==> src/rtl/team_08_pkg.sv <==
// team_08_pkg: shared types and sprite indices for the team 08 draw arbiter.
//   state_t     - game state (IDLE/RUN/WIN/OVER)
//   arb_state_t - arbiter FSM states
//   *_IDX       - requester / sprite indices
package team_08_pkg;

    typedef enum logic [1:0] {IDLE, RUN, WIN, OVER} state_t;

    typedef enum logic [1:0] {ARB_IDLE, ARB_START, ARB_WAIT, ARB_DONE} arb_state_t;

    localparam int DINO_IDX   = 0;
    localparam int CACTUS_IDX = 1;
    localparam int SCORE_IDX  = 2;

endpackage

==> src/rtl/team_08_arb_pick.sv <==
// team_08_arb_pick: combinational one-hot picker searching from (ptr+1) mod N.
//   mask   - eligible requesters
//   ptr    - last served index; search starts just after it (ptr=N-1 gives fixed priority)
//   onehot - one-hot winner, all-zero when mask is empty
//   idx    - binary index of the winner
module team_08_arb_pick #(
    parameter int N = 3
) (
    input  logic [N-1:0]         mask,
    input  logic [$clog2(N)-1:0] ptr,
    output logic [N-1:0]         onehot,
    output logic [$clog2(N)-1:0] idx
);

    localparam int W = $clog2(N);

    logic [W-1:0] c;

    // Walk the search order backwards so the earliest eligible candidate is
    // the last one written and therefore wins.
    always_comb begin
        onehot = '0;
        idx    = '0;
        c      = '0;
        for (int i = N - 1; i >= 0; i--) begin
            c = W'((int'(ptr) + 1 + i) % N);
            if (mask[c]) begin
                onehot    = '0;
                onehot[c] = 1'b1;
                idx       = c;
            end
        end
    end

endmodule

==> src/rtl/team_08_draw_arbiter.sv <==
// team_08_draw_arbiter: shares the pixel-drawing engine among sprite requesters.
//   clk, nRst   - clock, asynchronous active-low reset
//   state       - game state; outside RUN only the dino request is eligible
//   req         - level requests, held until the matching drawDone
//   engineBusy  - engine busy, sampled only while idle
//   engineDone  - engine completion pulse, honoured only while waiting
//   gnt/drawSel - registered one-hot grant and its binary index
//   drawStart   - one-cycle engine start pulse
//   drawDone    - one-cycle completion pulse to the granted requester
//   timeoutErr  - sticky watchdog-timeout flag
// Define TEAM_08_DRAW_RR_EN for round-robin arbitration; otherwise fixed priority.
module team_08_draw_arbiter
    import team_08_pkg::*;
#(
    parameter int NUM_REQ        = 3,
    parameter int TIMEOUT_CYCLES = 1000000
) (
    input  logic                       clk,
    input  logic                       nRst,
    input  state_t                     state,
    input  logic [NUM_REQ-1:0]         req,
    input  logic                       engineBusy,
    input  logic                       engineDone,
    output logic [NUM_REQ-1:0]         gnt,
    output logic [$clog2(NUM_REQ)-1:0] drawSel,
    output logic                       drawStart,
    output logic [NUM_REQ-1:0]         drawDone,
    output logic                       timeoutErr
);

    localparam int SW = $clog2(NUM_REQ);
    localparam int WW = $clog2(TIMEOUT_CYCLES + 1);

    arb_state_t         cur, nxt;
    logic [NUM_REQ-1:0] elig, pick_oh;
    logic [SW-1:0]      pick_idx, ptr;
    logic [WW-1:0]      wdog;
    logic               timeout_hit, grant_now;

    assign elig        = (state == RUN) ? req : NUM_REQ'(req[DINO_IDX]) << DINO_IDX;
    assign timeout_hit = (wdog == WW'(TIMEOUT_CYCLES - 1));
    assign grant_now   = (cur == ARB_IDLE) && (nxt == ARB_START);

    team_08_arb_pick #(.N(NUM_REQ)) u_pick (
        .mask   (elig),
        .ptr    (ptr),
        .onehot (pick_oh),
        .idx    (pick_idx)
    );

`ifdef TEAM_08_DRAW_RR_EN
    always_ff @(posedge clk or negedge nRst)
        if (!nRst)
            ptr <= SW'(NUM_REQ - 1);
        else if (grant_now)
            ptr <= pick_idx;
`else
    assign ptr = SW'(NUM_REQ - 1);
`endif

    always_comb begin
        nxt       = cur;
        drawStart = 1'b0;
        drawDone  = '0;
        unique case (cur)
            ARB_IDLE:  nxt = (|elig && !engineBusy) ? ARB_START : ARB_IDLE;
            ARB_START: begin
                drawStart = 1'b1;
                nxt       = ARB_WAIT;
            end
            ARB_WAIT:  nxt = (engineDone || timeout_hit) ? ARB_DONE : ARB_WAIT;
            ARB_DONE:  begin
                drawDone = gnt;
                nxt      = ARB_IDLE;
            end
            default:   nxt = ARB_IDLE;
        endcase
    end

    always_ff @(posedge clk or negedge nRst)
        if (!nRst) begin
            cur        <= ARB_IDLE;
            gnt        <= '0;
            drawSel    <= '0;
            wdog       <= '0;
            timeoutErr <= 1'b0;
        end else begin
            cur <= nxt;
            if (grant_now) begin
                gnt     <= pick_oh;
                drawSel <= pick_idx;
            end
            if (cur == ARB_DONE)
                gnt <= '0;
            // Saturating watchdog so a stuck count can never wrap back to zero.
            if (cur == ARB_START)
                wdog <= '0;
            else if (cur == ARB_WAIT && wdog != '1)
                wdog <= wdog + WW'(1);
            if (cur == ARB_WAIT && !engineDone && timeout_hit)
                timeoutErr <= 1'b1;
        end

endmodule

==> config.mk <==
export PLATFORM = sky130hd
export DESIGN_NAME = team_08_draw_arbiter
export DESIGN_NICKNAME = d
export VERILOG_FILES = /design/src/rtl/team_08_pkg.sv /design/src/rtl/team_08_arb_pick.sv /design/src/rtl/team_08_draw_arbiter.sv
export SDC_FILE = /design/constraint.sdc
export NUM_CORES = 1
export LEC_CHECK = 0
export BUFFER_PORTS_ARGS = -buffer_cell sky130_fd_sc_hd__buf_2
export CORE_MARGIN = 2
export CORE_UTILIZATION = 52
export DETAILED_ROUTE_END_ITERATION = 10
export PLACE_DENSITY = 0.76
export SYNTH_ARGS = -nofsm -noshare
export SYNTH_HDL_FRONTEND = slang
export SYNTH_SLANG_ARGS = --single-unit
==> constraint.sdc <==
create_clock -name clk -period 1.7 [get_ports clk]
set_clock_uncertainty 0.05 [all_clocks]
set_input_delay 0.085 -clock clk [delete_from_list [all_inputs] [get_ports clk]]
set_output_delay 0.085 -clock clk [all_outputs]
set_load 0.01 [all_outputs]
==> results.py, run 1 <==
metrics = {
    "power": {
        "p_total_mw": 2.176,
        "p_per_area_mw_per_mm2": 941.8,
        "power_leakage_nw": 1.057,
        "ir_worst_vdd_v": 0.0007830,
    },
    "yosys": {
        "synthesis.area_sq_mm": 0.001714,
        "ys_seq_area_share_pct": 40.88,
        "syn-num-nets": 195,
        "yosys_register_bits": 28,
        "synthDistinctLibCells": 42,
        "synth_cells": 181,
        "yosysWarnings": 0,
        "synth.avg_cell_area_sq_um": 9.470,
    },
    "finish": {
        "layout_common_cells": "buf_4 (33), dfrtp_1 (26), buf_2 (18)",
        "nets": 250,
        "fin_area_sq_mm": 0.002311,
        "drive_gt1_share_pct": 40.00,
        "fin_util_pct": 74.48,
        "diodes": 0,
        "syn_to_final_growth_pct": 34.82,
        "fin_cells": 279,
        "final_common_cell": "buf_4",
    },
    "placed_design": {
        "placement.setup.worst_slack_ps": -42.69,
        "placed_cells": 262,
        "place_area_sq_mm": 0.002058,
        "gp_congestion": 0.8477,
        "numPortBuffers": 18,
        "dp_hpwl_um": 3003,
    },
    "job": {
        "drv_cap": 0,
    },
    "timing": {
        "worst_slack_ps": -0.9430,
        "maxSlewViolCount": 0,
        "fin_crit_sh_pct": 100.1,
        "tightest_slew_ps": 631.4,
        "fmax_mhz": 587.9,
        "max_slew_margin_pct": 57.91,
        "hold_viol_final": 0,
        "setup_tns_ps": -0.9430,
        "rsz0062_at_grt": "true",
        "timing.hold.ws_ps": 60.21,
        "period_needed_ps": 1701,
        "finalSetupViolations": 1,
    },
    "routing": {
        "top_layer": "met4",
        "totalWireLength_um": 4174,
        "met2WireLength_um": 2284,
        "num_vias": 1674,
        "drc": 0,
        "antenna_left": 0,
        "drt_iter0_markers": 58,
        "wl_per_cell_um": 14.96,
        "firstDrtPassIters": 4,
        "routed_via_density": 6.000,
        "dr_wl_met3_um": 157,
        "wl_met1_um": 1650,
    },
    "clocking": {
        "cts_buffer_depth": 2,
        "clock_sinks": 28,
        "clk_pin_slew_ps": 160,
        "cts-root-buf": "clkbuf_4",
        "clock_latency_ps": 330,
        "cts_tree": "yes",
        "cts_buffers": 3,
        "h-tree-depth": 1,
    },
    "critical_path": {
        "cpPeakStageDelay_ps": 450,
        "crit_buf_inv": 1,
        "worstSetupStartpointType": "flip-flop",
        "cp-end-kind": "flip-flop",
        "cp_max_fo": 7,
        "crit_type": "reg -> reg",
        "critical_path.top_delay_family": "simple AND/OR/NAND/NOR gates",
        "crit_chain": "inv_2 > ha_4 > and3_4 > nand4_4 > or4_4 > a21oi_2",
        "cp_slowest_cell": "or4_4",
        "crit_arrival_ps": 1930,
        "cp.required_ps": 1930,
    },
    "global_route": {
        "grt_pass1_vias": 1676,
        "track_usage_pct": 24.48,
        "grt_pass1_wl_um": 6865,
        "grt_max_degree": 29,
        "antenna_found_initial": 0,
        "globalRouteOverflowTotal": 0,
    },
    "die": {
        "initial_core_util_pct": 55.24,
        "die_area_sq_mm": 0.003772,
        "dieWidth_um": 61.42,
        "die_y_um": 61.42,
        "core_sq_mm": 0.003103,
        "rows": 20,
        "io_pins": 19,
    },
    "status": {
        "violations": "negative setup slack",
        "status": "finished with violations",
    },
    "hold_path": {
        "holdCritPathClass": "in -> reg",
    },
}
==> sequential cells by signal (all words and copies together), names as in the netlist <==
register    count
wdog           20
gnt             3
cur             2
drawSel         2
timeoutErr      1
==> metal layers <==
| layer | up-vias | track usage [%] |
|---|---|---|
| met1 | 826 | 27.15 |
| met3 | 9 | 3.151 |
| met5 | - | 0 |
| met4 | 0 | 10.94 |
| li1 | 795 | - |
| met2 | 44 | 46.20 |
==> cell families after synthesis <==
group / synth area share [%]
mux: 3.868
flops: 40.88
fa+ha+maj: 3.650
simple gates: 29.63
compound gates: 18.32
buf+inv: 3.650
==> worst register-to-register path, cell delays in order, from the launching register on <==
cell and delay (ps):
dfrtp_1 430, inv_2 90, ha_4 140, and3_4 220, nand4_4 140, or4_4 450
a21oi_2 130
==> final timing paths <==
check                                  startpoint                     end  slack [ps]  cells after the start
min in group asynchronous                    nRst    wdog[17]$_DFFE_PN0P_         230                      2
max in group asynchronous                    nRst     wdog[8]$_DFFE_PN0P_         930                      2
setup / recovery                 cur[0]$_DFF_PN0_    wdog[17]$_DFFE_PN0P_        -0.9                      6
setup reg to reg                 cur[0]$_DFF_PN0_    wdog[17]$_DFFE_PN0P_        -0.9                      6
hold / removal                         engineBusy  drawSel[0]$_DFFE_PN0P_          60                      3
hold reg to reg            timeoutErr$_DFFE_PN0P_  timeoutErr$_DFFE_PN0P_         450                      2
==> repair_timing <==
item	CTS	global route
endpoints found under the hold margin	30	0
hold buffers	3	0
endpoints found under the setup margin	6	14
pin swaps	3	7
gates resized for setup	7	23
setup buffers	4	6
==> power breakdown <==
group | internal [mW] | total [mW] | switching (mW)
Sequential | 0.776 | 0.851 | 0.0744
Combinational | 0.476 | 0.993 | 0.517
Clock | 0.131 | 0.333 | 0.202
Total | 1.38 | 2.18 | 0.793
==> area by class of cell <==
type                    instances  area (sq um)
flip-flops and latches         28         703.2
fillers                       239         792.0
repair buffers                 55         379.1
inverters                      11         41.29
well taps                      44         55.05
clock buffers                   4         36.28
multi-input cells             137          1096
==> synth_stat cells (all sizes together) <==
library cell,instances,area [sq um]
nand2b,2,12.51
buf,3,13.76
a211oi,1,7.510
a21oi,18,93.84
inv,11,41.29
a32o,1,10.01
nor4,3,33.78
nor3b,1,7.510
a211o,1,8.760
and3,2,12.51
nor2b,7,43.79
nor4b,3,26.28
o21ai,5,25.02
and2,7,43.79
nor2,11,41.29
o311ai,2,17.52
nand4,10,102.6
nand2,12,45.04
mux2i,1,10.01
a2111oi,1,10.01
o31ai,10,75.07
and4,3,26.28
o21bai,2,15.01
or3,2,12.51
mux2,5,56.30
ha,5,62.56
nor3,4,25.02
or4,6,45.04
dfrtp,28,700.7
clkbuf,2,7.510
a31oi,1,6.260
a41oi,1,8.760
o41ai,3,26.28
o21ba,1,10.01
nand3,6,30.03
(Power assumes the default switching activity.)
==> inputs of run 2 (changes only) <==
--- a/config.mk
+++ b/config.mk
@@ -7,9 +7,9 @@
 export LEC_CHECK = 0
 export BUFFER_PORTS_ARGS = -buffer_cell sky130_fd_sc_hd__buf_2
 export CORE_MARGIN = 2
-export CORE_UTILIZATION = 52
+export CORE_UTILIZATION = 58
 export DETAILED_ROUTE_END_ITERATION = 10
-export PLACE_DENSITY = 0.76
+export PLACE_DENSITY = 0.8
 export SYNTH_ARGS = -nofsm -noshare
 export SYNTH_HDL_FRONTEND = slang
 export SYNTH_SLANG_ARGS = --single-unit
==> constraint.sdc (replaced) <==
create_clock -name clk -period 1.6 [get_ports clk]
set_clock_uncertainty 0.05 [all_clocks]
set_input_delay 0.08 -clock clk [delete_from_list [all_inputs] [get_ports clk]]
set_output_delay 0.08 -clock clk [all_outputs]
set_load 0.01 [all_outputs]
==> results.py, run 2 <==
metrics = {
    "status": {
        "status": "aborted with a tool error",
        "stop_stage": "global routing",
        "firstError": "[ERROR DPL-0038] Utilization greater than 100%, impossible to legalize",
    },
    "placed_design": {
        "place_area_sq_mm": 0.002165,
        "placed_cells": 262,
        "dp_hpwl_um": 3139,
        "gp_congestion": 0.8951,
        "numPortBuffers": 18,
    },
    "yosys": {
        "synthesis.area_sq_mm": 0.001714,
        "ys.flop_type": "dfrtp_1",
        "synth.avg_cell_area_sq_um": 9.470,
        "yosysTopAreaCell": "dfrtp_1",
        "ys_top_cells_by_count": "dfrtp_1 (28), a21oi_1 (17), nand2_1 (12), inv_1 (11), nor2_1 (11)",
        "yosys_register_bits": 28,
        "synth-edff-count": 0,
        "ys_seq_area_share_pct": 40.88,
        "synth_cells": 181,
        "synthTopCellsByArea": "dfrtp_1 (41%), a21oi_1 (5.0%), o31ai_1 (4.4%), ha_1 (3.6%), nand4_2 (2.9%)",
        "yosysWarnings": 0,
        "synthArstFlopShare_pct": 100.0,
        "synth_most_common_cell": "dfrtp_1",
        "synth.top_cell.area_share_pct": 40.88,
        "synthDistinctLibCells": 42,
        "syn-num-nets": 195,
    },
    "clocking": {
        "h-tree-depth": 1,
        "cts_buffer_depth": 2,
        "cts_buffers": 3,
        "clock_sinks": 28,
        "cts-root-buf": "clkbuf_4",
    },
    "timing": {
        "postGrtWorstEndpoint": "wdog[17]$_DFFE_PN0P_/D",
        "worst_endpoint_kind": "register input",
    },
    "die": {
        "io_pins": 19,
        "initial_core_util_pct": 61.63,
        "dieWidth_um": 58.37,
        "rows": 19,
        "die_y_um": 58.37,
    },
    "global_route": {
        "grt_max_degree": 29,
    },
}
run 2: cell counts after synthesis:
No cell type changed its count.
run 2: kinds of logic after synthesis:
logic type	Yosys count	share of synthesized area, %
AOI/OAI and AO/OA	47	18.32
adders and majority gates	5	3.650
buffers and inverters	16	3.650
DFF	28	40.88
muxes	6	3.868
and+or+nand+nor	79	29.63
run 2: stage by stage:
stage | utilization [%] | worst slack, ps
CTS | 88.21 | -116.7
global placement | 77.82 | -46.06
floorplan | - | -110.4
detailed placement | 77.82 | -182.8
run 2: repair_timing:
action,in CTS
endpoints found under the hold margin,30
pin swaps,14
buffers inserted,8
gates resized for setup,28
cloned,1
endpoints found under the setup margin,18
hold buffers,3
==> inputs of run 3 (changes only) <==
--- a/config.mk
+++ b/config.mk
@@ -7,9 +7,9 @@
 export LEC_CHECK = 0
 export BUFFER_PORTS_ARGS = -buffer_cell sky130_fd_sc_hd__buf_2
 export CORE_MARGIN = 2
-export CORE_UTILIZATION = 58
+export CORE_UTILIZATION = 40
 export DETAILED_ROUTE_END_ITERATION = 10
-export PLACE_DENSITY = 0.8
+export PLACE_DENSITY_LB_ADDON = 0.15
 export SYNTH_ARGS = -nofsm -noshare
 export SYNTH_HDL_FRONTEND = slang
 export SYNTH_SLANG_ARGS = --single-unit
==> results.py, run 3 (synthesized netlist as in run 1, its figures left out) <==
metrics = {
    "die": {
        "io_pins": 19,
        "die_area_sq_mm": 0.004825,
        "core_sq_mm": 0.004058,
        "rows": 23,
        "initial_core_util_pct": 42.24,
        "dieWidth_um": 69.46,
        "die_y_um": 69.46,
    },
    "critical_path": {
        "worstSetupEndpoint": "wdog[13]$_DFFE_PN0P_",
        "cp_max_fo": 7,
        "ff2ff_setup_slack_ps": -90,
        "cp_slowest_cell": "or4_4",
        "worstSetupStartpointType": "flip-flop",
        "crit_type": "reg -> reg",
        "cp-end-kind": "flip-flop",
        "r2r_start": "cur[0]$_DFF_PN0_",
        "startpoint": "cur[0]$_DFF_PN0_",
        "r2r_end": "wdog[13]$_DFFE_PN0P_",
        "rr_worst_depth": 6,
        "crit_chain": "inv_2 > ha_4 > and3_4 > nand4_4 > or4_4 > a21oi_2",
        "cp.required_ps": 1760,
        "cpPeakStageDelay_ps": 460,
        "crit_arrival_ps": 1850,
    },
    "placed_design": {
        "dp_hpwl_um": 3275,
        "placement.setup.worst_slack_ps": -105.5,
        "gp_congestion": 0.8746,
        "numPortBuffers": 18,
        "place_area_sq_mm": 0.002228,
        "placed_cells": 288,
    },
    "timing": {
        "period_needed_ps": 1689,
        "fin_crit_sh_pct": 105.6,
        "maxSlewViolCount": 0,
        "timing.hold.ws_ps": 31.62,
        "setup_tns_ps": -450.6,
        "rsz0062_at_grt": "true",
        "worst_slack_ps": -89.03,
        "max_slew_margin_pct": 54.99,
        "fmax_mhz": 592.1,
        "tightest_slew_ps": 675.2,
        "finalSetupViolations": 9,
        "hold_viol_final": 0,
    },
    "clocking": {
        "clock_sinks": 28,
        "cts_buffers": 3,
        "cts_tree": "yes",
        "cts_buffer_depth": 2,
        "h-tree-depth": 1,
        "clock_latency_ps": 280,
        "clk_pin_slew_ps": 100,
        "cts-root-buf": "clkbuf_8",
    },
    "finish": {
        "diodes": 0,
        "drive_gt1_share_pct": 56.70,
        "final_common_cell": "buf_4",
        "layout_common_cells": "buf_4 (45), dfrtp_1 (25), buf_2 (17)",
        "largest_reg_flops": 20,
        "regArea_sq_um": 704.4,
        "multiInputGateArea_sq_mm": 0.001319,
        "syn_to_final_growth_pct": 65.84,
        "fin_area_sq_mm": 0.002843,
        "fin_util_pct": 70.06,
        "fin_cells": 311,
        "top_register": "wdog",
        "nets": 276,
        "n_fill_cell": 296,
        "top_regs": "wdog (20), gnt (3)",
    },
    "power": {
        "p_total_mw": 2.839,
        "p_per_area_mw_per_mm2": 998.7,
        "power_leakage_nw": 1.265,
        "ir_worst_vdd_v": 0.0008893,
    },
    "routing": {
        "totalWireLength_um": 5243,
        "drc": 0,
        "num_vias": 1796,
        "drt_iter0_markers": 88,
        "wl_per_cell_um": 16.86,
        "routed_via_density": 5.775,
        "firstDrtPassIters": 4,
        "antenna_left": 0,
    },
    "status": {
        "violations": "negative setup slack",
        "status": "finished with violations",
    },
    "global_route": {
        "antenna_found_initial": 0,
        "grt_max_degree": 29,
        "globalRouteOverflowTotal": 0,
        "track_usage_pct": 19.03,
        "grt_pass1_vias": 1772,
        "grt_pass1_wl_um": 7638,
    },
    "hold_path": {
        "holdCritPathClass": "in -> reg",
    },
    "job": {
        "drv_cap": 0,
    },
}
[run 3: layout make-up]
cell class,instances,share of cell area (%)
Sequential cell,28,24.78
Clock buffer,4,1.937
Multi-Input combinational cell,137,46.39
Tap cell,50,2.201
Timing Repair Buffer,81,23.24
Inverter,11,1.452
[run 3: power by group]
part,switching (mW),internal [mW],leakage (nW),total (mW)
combinational,0.712,0.778,0.866,1.49
clock,0.231,0.221,0.0288,0.452
sequential,0.0719,0.825,0.371,0.897
total,1.02,1.82,1.27,2.84
[run 3: critical path: cells and delay by family, from the launching register on]
kind / cells / cell delay (ps)
DFF: 1 / 400
buffers and inverters: 1 / 80
adders and majority gates: 1 / 140
AOI/OAI and AO/OA: 1 / 120
and+or+nand+nor: 3 / 830
[run 3: per-layer routing]
layer	share of wire, %	GRT usage [%]
met5	0	0
met4	1.4	5.664
met3	2.0	2.907
met2	55	35.36
met1	42	22.40
[run 3: what timing repair did]
action,CTS,global route
setup buffers,7,11
pin swaps,9,21
setup endpoints to repair,19,31
gates resized for setup,22,65
hold buffers,2,0
cloned,0,1
hold endpoints to repair,29,0
[run 3: worst min-delay path by stage]
stage	from	to	slack [ps]	cells after the start
global placement	nRst	wdog[13]$_DFFE_PN0P_	90	1
finish	req[0]	gnt[0]$_DFFE_PN0P_	30	3
global route	req[0]	gnt[0]$_DFFE_PN0P_	50	3
floorplan	nRst	cur[0]$_DFF_PN0_	-270	0
CTS	req[0]	gnt[0]$_DFFE_PN0P_	30	3
detailed placement	nRst	wdog[17]$_DFFE_PN0P_	100	1
